File: config.mk
export PLATFORM = sky130hd
export DESIGN_NAME = sensor_sampler
export DESIGN_NICKNAME = d
export VERILOG_FILES = /design/src/rtl/irrig_pkg.sv /design/src/rtl/sync2.sv /design/src/rtl/sensor_sampler.sv
export SDC_FILE = /design/constraint.sdc
export NUM_CORES = 1
export LEC_CHECK = 0
export ABC_AREA = 1
export BUFFER_PORTS_ARGS = -buffer_cell sky130_fd_sc_hd__buf_4
export CAP_MARGIN = 10
export CELL_PAD_IN_SITES_DETAIL_PLACEMENT = 1
export CELL_PAD_IN_SITES_GLOBAL_PLACEMENT = 2
export CORE_MARGIN = 5
export CORE_UTILIZATION = 28
export CTS_BUF_LIST = sky130_fd_sc_hd__clkbuf_8
export DETAILED_ROUTE_END_ITERATION = 10
export PLACE_DENSITY_LB_ADDON = 0.1
export SYNTH_ARGS = -nofsm -noshare
export SYNTH_HDL_FRONTEND = slang
export SYNTH_SLANG_ARGS = --single-unit
export TNS_END_PERCENT = 30
File: constraint.sdc
create_clock -name clk -period 1.94 [get_ports clk]
set_input_delay 0.097 -clock clk [delete_from_list [all_inputs] [get_ports clk]]
set_output_delay 0.097 -clock clk [all_outputs]
set_load 0.02 [all_outputs]
File: src/rtl/irrig_pkg.sv
// Shared types and constants for the irrigation sensor front end: FSM states,
// the 6-bit sensor vector layout and the tank-level consistency check.
package irrig_pkg;

  typedef enum logic {
    STABLE   = 1'b0,
    SETTLING = 1'b1
  } state_t;

  typedef logic [5:0] sensor_vec_t;

  // Bit positions inside sensor_vec_t
  localparam int unsigned H  = 5;
  localparam int unsigned M  = 4;
  localparam int unsigned L  = 3;
  localparam int unsigned AS = 2;
  localparam int unsigned GT = 1;
  localparam int unsigned C  = 0;

  // A higher probe wet while a lower one is dry cannot be a real water level.
  function automatic logic level_fault(input sensor_vec_t v);
    return (v[H] & ~v[M]) | (v[M] & ~v[L]) | (v[H] & ~v[L]);
  endfunction

endpackage

File: src/rtl/sync2.sv
// Two-flop synchronizer for one asynchronous input bit, cleared by rst_n.
module sync2 (
  input  logic clk,
  input  logic rst_n,
  input  logic d,
  output logic q
);

  logic ff1_q, ff1_d;
  logic ff2_q, ff2_d;

  always_comb begin
    ff1_d = d;
    ff2_d = ff1_q;
  end

  always_ff @(posedge clk or negedge rst_n) begin
    if (!rst_n) begin
      ff1_q <= 1'b0;
      ff2_q <= 1'b0;
    end else begin
      ff1_q <= ff1_d;
      ff2_q <= ff2_d;
    end
  end

  assign q = ff2_q;

endmodule

File: src/rtl/sensor_sampler.sv
// Debounces six asynchronous sensor inputs and strobes accepted values and periodic
// refreshes to the digit decoder. Optional macro SENSOR_FAULT_EN enables level-probe fault masking.
module sensor_sampler
  import irrig_pkg::*;
#(
  parameter int DEB_CYCLES  = 16,
  parameter int REFRESH_DIV = 50000
) (
  input  logic clk,
  input  logic rst_n,
  input  logic h_raw,
  input  logic m_raw,
  input  logic l_raw,
  input  logic as_raw,
  input  logic gt_raw,
  input  logic c_raw,
  output logic h,
  output logic m,
  output logic l,
  output logic As,
  output logic Gt,
  output logic _C_,
  output logic pulse,
  output logic sensor_err
);

  localparam int CW = $clog2(DEB_CYCLES + 1);
  localparam int RW = $clog2(REFRESH_DIV);
  localparam logic [CW-1:0] DEB_LAST = CW'(DEB_CYCLES);
  localparam logic [RW-1:0] REF_LAST = RW'(REFRESH_DIV - 1);

  sensor_vec_t raw_vec;
  sensor_vec_t s_vec;

  assign raw_vec = {h_raw, m_raw, l_raw, as_raw, gt_raw, c_raw};

  generate
    for (genvar gi = 0; gi < 6; gi++) begin : g_sync
      sync2 u_sync (
        .clk   (clk),
        .rst_n (rst_n),
        .d     (raw_vec[gi]),
        .q     (s_vec[gi])
      );
    end
  endgenerate

  state_t          state_q, state_d;
  sensor_vec_t     acc_q, acc_d;
  sensor_vec_t     cand_q, cand_d;
  logic [CW-1:0]   cnt_q, cnt_d;
  logic [RW-1:0]   ref_q, ref_d;
  sensor_vec_t     out_q, out_d;
  logic            pulse_q, pulse_d;
  logic            err_q, err_d;
  logic            commit;
  sensor_vec_t     commit_vec;
  logic            refresh_hit;

  always_comb begin
    state_d     = state_q;
    acc_d       = acc_q;
    cand_d      = cand_q;
    cnt_d       = cnt_q;
    ref_d       = ref_q;
    out_d       = out_q;
    err_d       = err_q;
    commit      = 1'b0;
    commit_vec  = cand_q;
    refresh_hit = (ref_q == REF_LAST);

    // A commit is held off while pulse_q is high so strobes never touch back to back.
    unique case (state_q)
      STABLE: begin
        if (s_vec != acc_q) begin
          if (DEB_CYCLES == 1 && !pulse_q) begin
            commit     = 1'b1;
            commit_vec = s_vec;
          end else begin
            cand_d  = s_vec;
            cnt_d   = CW'(1);
            state_d = SETTLING;
          end
        end
      end
      SETTLING: begin
        if (s_vec == acc_q) begin
          state_d = STABLE;
        end else if (s_vec != cand_q) begin
          if (DEB_CYCLES == 1 && !pulse_q) begin
            commit     = 1'b1;
            commit_vec = s_vec;
            state_d    = STABLE;
          end else begin
            cand_d = s_vec;
            cnt_d  = CW'(1);
          end
        end else if (cnt_q == DEB_LAST) begin
          if (!pulse_q) begin
            commit  = 1'b1;
            state_d = STABLE;
          end
        end else begin
          cnt_d = cnt_q + CW'(1);
        end
      end
      default: state_d = STABLE;
    endcase

    if (commit) begin
      acc_d = commit_vec;
      out_d = commit_vec;
`ifdef SENSOR_FAULT_EN
      if (level_fault(commit_vec)) begin
        err_d    = 1'b1;
        out_d[H] = out_q[H];
        out_d[M] = out_q[M];
        out_d[L] = out_q[L];
      end else begin
        err_d = 1'b0;
      end
`endif
    end
`ifndef SENSOR_FAULT_EN
    err_d = 1'b0;
`endif

    pulse_d = commit | refresh_hit;
    ref_d   = pulse_d ? '0 : ref_q + RW'(1);
  end

  always_ff @(posedge clk or negedge rst_n) begin
    if (!rst_n) begin
      state_q <= STABLE;
      acc_q   <= '0;
      cand_q  <= '0;
      cnt_q   <= '0;
      ref_q   <= '0;
      out_q   <= '0;
      pulse_q <= 1'b0;
      err_q   <= 1'b0;
    end else begin
      state_q <= state_d;
      acc_q   <= acc_d;
      cand_q  <= cand_d;
      cnt_q   <= cnt_d;
      ref_q   <= ref_d;
      out_q   <= out_d;
      pulse_q <= pulse_d;
      err_q   <= err_d;
    end
  end

  assign h          = out_q[H];
  assign m          = out_q[M];
  assign l          = out_q[L];
  assign As         = out_q[AS];
  assign Gt         = out_q[GT];
  assign _C_        = out_q[C];
  assign pulse      = pulse_q;
  assign sensor_err = err_q;

endmodule

# Yosys cells after proc, flatten, opt, wreduce, memory -nomap -nowiden
# Cells that the tools add are included.
# op_classes
addsub,2
n_eq_ne,9
mux,21
bitwise,2
n_reduce_logical,2
# ops
op,n
two-way mux 5 bit,4
two-way mux 6 bit,3
"adder 16 x 1 -> 16 bit, second input constant",1
"equality test 16 bit, second input constant",1
two-way mux 16 bit,1
inequality test 6 bit,2
case mux 6 bit (2 select lines),1
two-way mux 1 bit,10
case mux 5 bit (2 select lines),1
equality test 6 bit,1
AND reduction 3 bit,2
"adder 5 x 1 -> 5 bit, second input constant",1
"equality test 5 bit, second input constant",1
"inequality test 2 bit, second input constant",2
"inequality test 3 bit, second input constant",1
"inequality test 2 x 1 -> 1 bit, second input constant",1
case mux 1 bit (2 select lines),1
NOT 1 bit,1
OR 1 bit,1
# word_totals
ff_bits,47
input_bits,8
out_inout_bits,8
elab_cells,54

# Longest topological paths before layout
# logic_depth
ltp_word,7
mapped_depth,10
ltp_nobuf,10

# Cells and area by module
# From an unflattened synthesis, not the netlist that was laid out.
# hier_totals
cells_unflattened,252
hier_area_um2,2307.2
# modules_own_cells
module,instances,cells_each,area_each_um2,seq_area_each_um2
sensor_sampler,1,240,2006.9,875.8
sync2,6,2,50.0,50.0

# Least setup slack after synthesis
# OpenSTA, ideal clock, no wires.
# synth_timing
path_kind,reg-to-reg
startpoint,register cnt_q[0]
endpoint,register ref_q[8]
setup_ns,0.121
t_arrival_ns,1.310
t_required_ns,1.819
setup_slack_ns,0.509
stages_incl_launch_ff,9
n_path_buf,1
period_less_slack_ns,1.431
path_cell_list,dfrtp_1 inv_1 ha_1 nand3_1 nor3_2 nand3_4 nand2_4 buf_12 nor2_2
# synth_between
elab_chain_len,7
# synth_lines
element,line,rtl
from (decl),sensor_sampler.sv:51,"logic [CW-1:0] cnt_q, cnt_d;"
from (signal assigned),sensor_sampler.sv:146,cnt_q <= cnt_d;
equality test 5 bit,sensor_sampler.sv:98,end else if (cnt_q == DEB_LAST) begin
two-way mux 1 bit,sensor_sampler.sv:98,
two-way mux 1 bit,sensor_sampler.sv:89,end else if (s_vec != cand_q) begin
two-way mux 1 bit,sensor_sampler.sv:87,if (s_vec == acc_q) begin
two-way mux 1 bit,sensor_sampler.sv:73,unique case (state_q)
OR 1 bit,sensor_sampler.sv:128,pulse_d = commit | refresh_hit;
named net pulse_d,sensor_sampler.sv:54,"logic pulse_q, pulse_d;"
two-way mux 16 bit,sensor_sampler.sv:129,ref_d = pulse_d ? '0 : ref_q + RW'(1);
named net ref_d[8],sensor_sampler.sv:52,"logic [RW-1:0] ref_q, ref_d;"
to (signal assigned),sensor_sampler.sv:147,ref_q <= ref_d;
to (decl),sensor_sampler.sv:52,
# The timed path passes the listed nets, and every way through them passes these cells.
# A chain may end at the register's enable or synchronous reset.

# Worst setup path in the final report
# layout_timing
startpoint,register ref_q[0]
endpoint,register ref_q[14]
# layout_between
elab_chain_len,3
# layout_lines
element,line
"parallel branches: the longest is 2 deep, another holds adder 16 x 1 -> 16 bit",n/a
two-way mux 16 bit (*),sensor_sampler.sv:129
named net ref_d[14],sensor_sampler.sv:52
# Mark *: on every way through the listed nets, which the timed path passes.

==> flow_summary.ini <==
[placement]
gp_congestion = 0.721
hpwlAfterDp_um = 3350
dp_cells = 363
port_buffers = 14
placed_cell_area_um2 = 2440

[worst_setup_path]
r2r_end = ref_q[14]
rr_worst_depth = 10
crit_slowest_cell = dfrtp_1
max_stage_delay_ps = 380
crit_required_ps = 2120
reg2reg_setup_slack_ps = 320
critPathLaunch = ref_q[0]
arrival_ps = 1800
path_class = flip-flop to flip-flop
crit_chain = ha_1, nand3_1, inv_1, nand3_1, nor2_1, nand2_1, nor2_1, nand2_1, nand2_1, nor2_1
critPathMaxFanout = 3
cp-end-kind = flip-flop
cp-start-kind = flip-flop
reg2reg_from = ref_q[0]

[cells_and_area]
layout.nets = 286
final_area_um2 = 2600
antenna-diode-count = 0
n_fill_cell = 932
final_common_cell = nand2_1
layout_common_cells = nand2_1, dfrtp_1, inv_1
synthToLayoutAreaGrowth_pct = 15.5
drive_gt1_share_pct = 19.9
stdcell_count = 378

[route]
drt-wirelength-per-cell_um = 12.3
drtAntennaViolNets = 0
drt-initial-drc-count = 29
viasPerCell = 4.27
first_pass_iters = 4
drc = 0
wl_um = 4630
via_count = 1613

[clocking]
cts_sinks = 47
h-tree-depth = 2
clock_path_buffers = 2
clk_pin_slew_ps = 90
ctsRootBufferMaster = clkbuf_8
cts_buffers = 5
ctsResizeCount = 0
cts_tree = yes
clk_latency_ps = 300

[global_routing]
antenna_found_initial = 0
grt_pass1_wl_um = 8290
grt-ovfl-total = 0
grt.total_usage_pct = 10.5
grt_max_degree = 48
grt_pass1_vias = 1756

[logic_synthesis]
synth_edf_count = 0
netlist_area_um2 = 2250
async_flop_share_pct = 100
synth-seq-cells = 47
syn_area_per_cell_um2 = 9.00
synth_cells = 250
syn-num-nets = 261
yosys_warnings = 0
yosysUniqueCellTypes = 30
synth_seq_area_share_pct = 52.3
synth_flop_cell = dfrtp_1

[die]
fp.dieW_um = 99.7
initial_core_util_pct = 29.0
io_pins = 16
dieArea_um2 = 9930
rows = 32
core_um2 = 7770
die_h_um = 99.7

[timing]
worst_pin_slew_ps = 619
setup_viol = 0
min_period_ps = 1620
skew_ps = 8.10
relSlewSlack_pct = 58.8
fin_setup_tns_ps = 0
slew_viol_final = 0
period_share_pct = 83.5
hold_ws_ps = 344
rsz0062_at_grt = false
max_freq_mhz = 617
hold_viol_final = 0

[run_status]
status = finished, final reports clean

[power]
finalPower_mw = 1.74
power.density_nw_per_um2 = 670
leakagePower_nw = 1.27
max-vdd-ir-drop_uv = 282

[flow_run]
max_cap_violations = 0

[hold_path]
hold_path_class = primary input to asynchronous set/reset pin
-- Yosys cell counts (2+ instances only) --
cell type | count | area [µm²]
nor2_1 | 16 | 60.1
nor2_4 | 2 | 22.5
inv_1 | 26 | 97.6
dfrtp_1 | 47 | 1180
o21ai_0 | 7 | 35.0
nand2_2 | 2 | 12.5
nand3_2 | 2 | 20.0
nand3_1 | 20 | 100
nor3_1 | 2 | 10.0
xnor2_1 | 4 | 35.0
buf_4 | 2 | 15.0
o21ai_2 | 6 | 52.6
inv_2 | 4 | 15.0
ha_1 | 3 | 37.5
nor2_2 | 14 | 87.6
nand2_1 | 67 | 251
nor4_1 | 2 | 12.5
a21oi_1 | 2 | 10.0
nand4_1 | 3 | 18.8
xor2_1 | 9 | 78.8
-- metal layers --
metal | track usage [%] | up-vias | routed length (µm)
met2 | 18.3 | 8 | 2420
met5 | 0 | - | 0
met3 | 2.31 | 4 | 94
met1 | 12.8 | 764 | 2060
li1 | - | 837 | -
met4 | 3.47 | 0 | 55
-- cells by family after synthesis --
group,share of synthesized area (%)
and+or+nand+nor,28.5
DFF,52.3
buffers and inverters,7.06
AOI/OAI and AO/OA,5.28
xor gates and xnor gates,5.06
adders and majority gates,1.67
other,0.167
-- worst max-delay path: cells and delay by family (launching register included) --
kind,cells,cell delay [ps]
simple gates,8,800
flops,1,380
buf+inv,1,100
fa+ha+maj,1,210
-- sequential cells by signal (all words and copies together) (netlist names) --
name	cells
out_q	6
cnt_q	5
g_sync.u_sync.q	6
ref_q	16
pulse	1
g_sync.u_sync.ff1_q	6
state_q	1
cand_q	6
-- worst max path at each step --
| stage | cells after the start | end |
|---|---|---|
| after floorplan | 8 | ref_q[8] |
| after global placement | 8 | ref_q[13] |
| after detailed placement | 10 | ref_q[14] |
| after CTS | 10 | ref_q[14] |
| after global routing | 10 | ref_q[14] |
| final | 10 | ref_q[14] |
-- final cells by class --
| cell class | instances | area [µm²] | share of cell area, % |
|---|---|---|---|
| Clock inverter | 3 | 16.3 | 0.626 |
| Tap cell | 102 | 128 | 4.91 |
| Clock buffer | 5 | 68.8 | 2.65 |
| Sequential cell | 47 | 1180 | 45.2 |
| Timing Repair Buffer | 22 | 183 | 7.03 |
| Multi-Input combinational cell | 169 | 916 | 35.2 |
| Inverter | 30 | 113 | 4.33 |
-- repair_timing --
item	CTS	global route
hold buffers	7	0
setup buffers	0	0
endpoints found under the hold margin	53	0
endpoints found under the setup margin	0	0
-- power by group --
| part | internal (mW) | switching (mW) |
|---|---|---|
| Sequential | 1.01 | 0.0233 |
| Clock | 0.247 | 0.326 |
| Combinational | 0.0500 | 0.0866 |
-- through the flow --
stage                     setup WS, ps  utilization, %
after floorplan                    509               -
final                              321            33.5
after global routing              48.6            33.5
after CTS                          260            33.5
after detailed placement           277            31.5
after global placement             300            31.5
(Power assumes the default switching activity.)
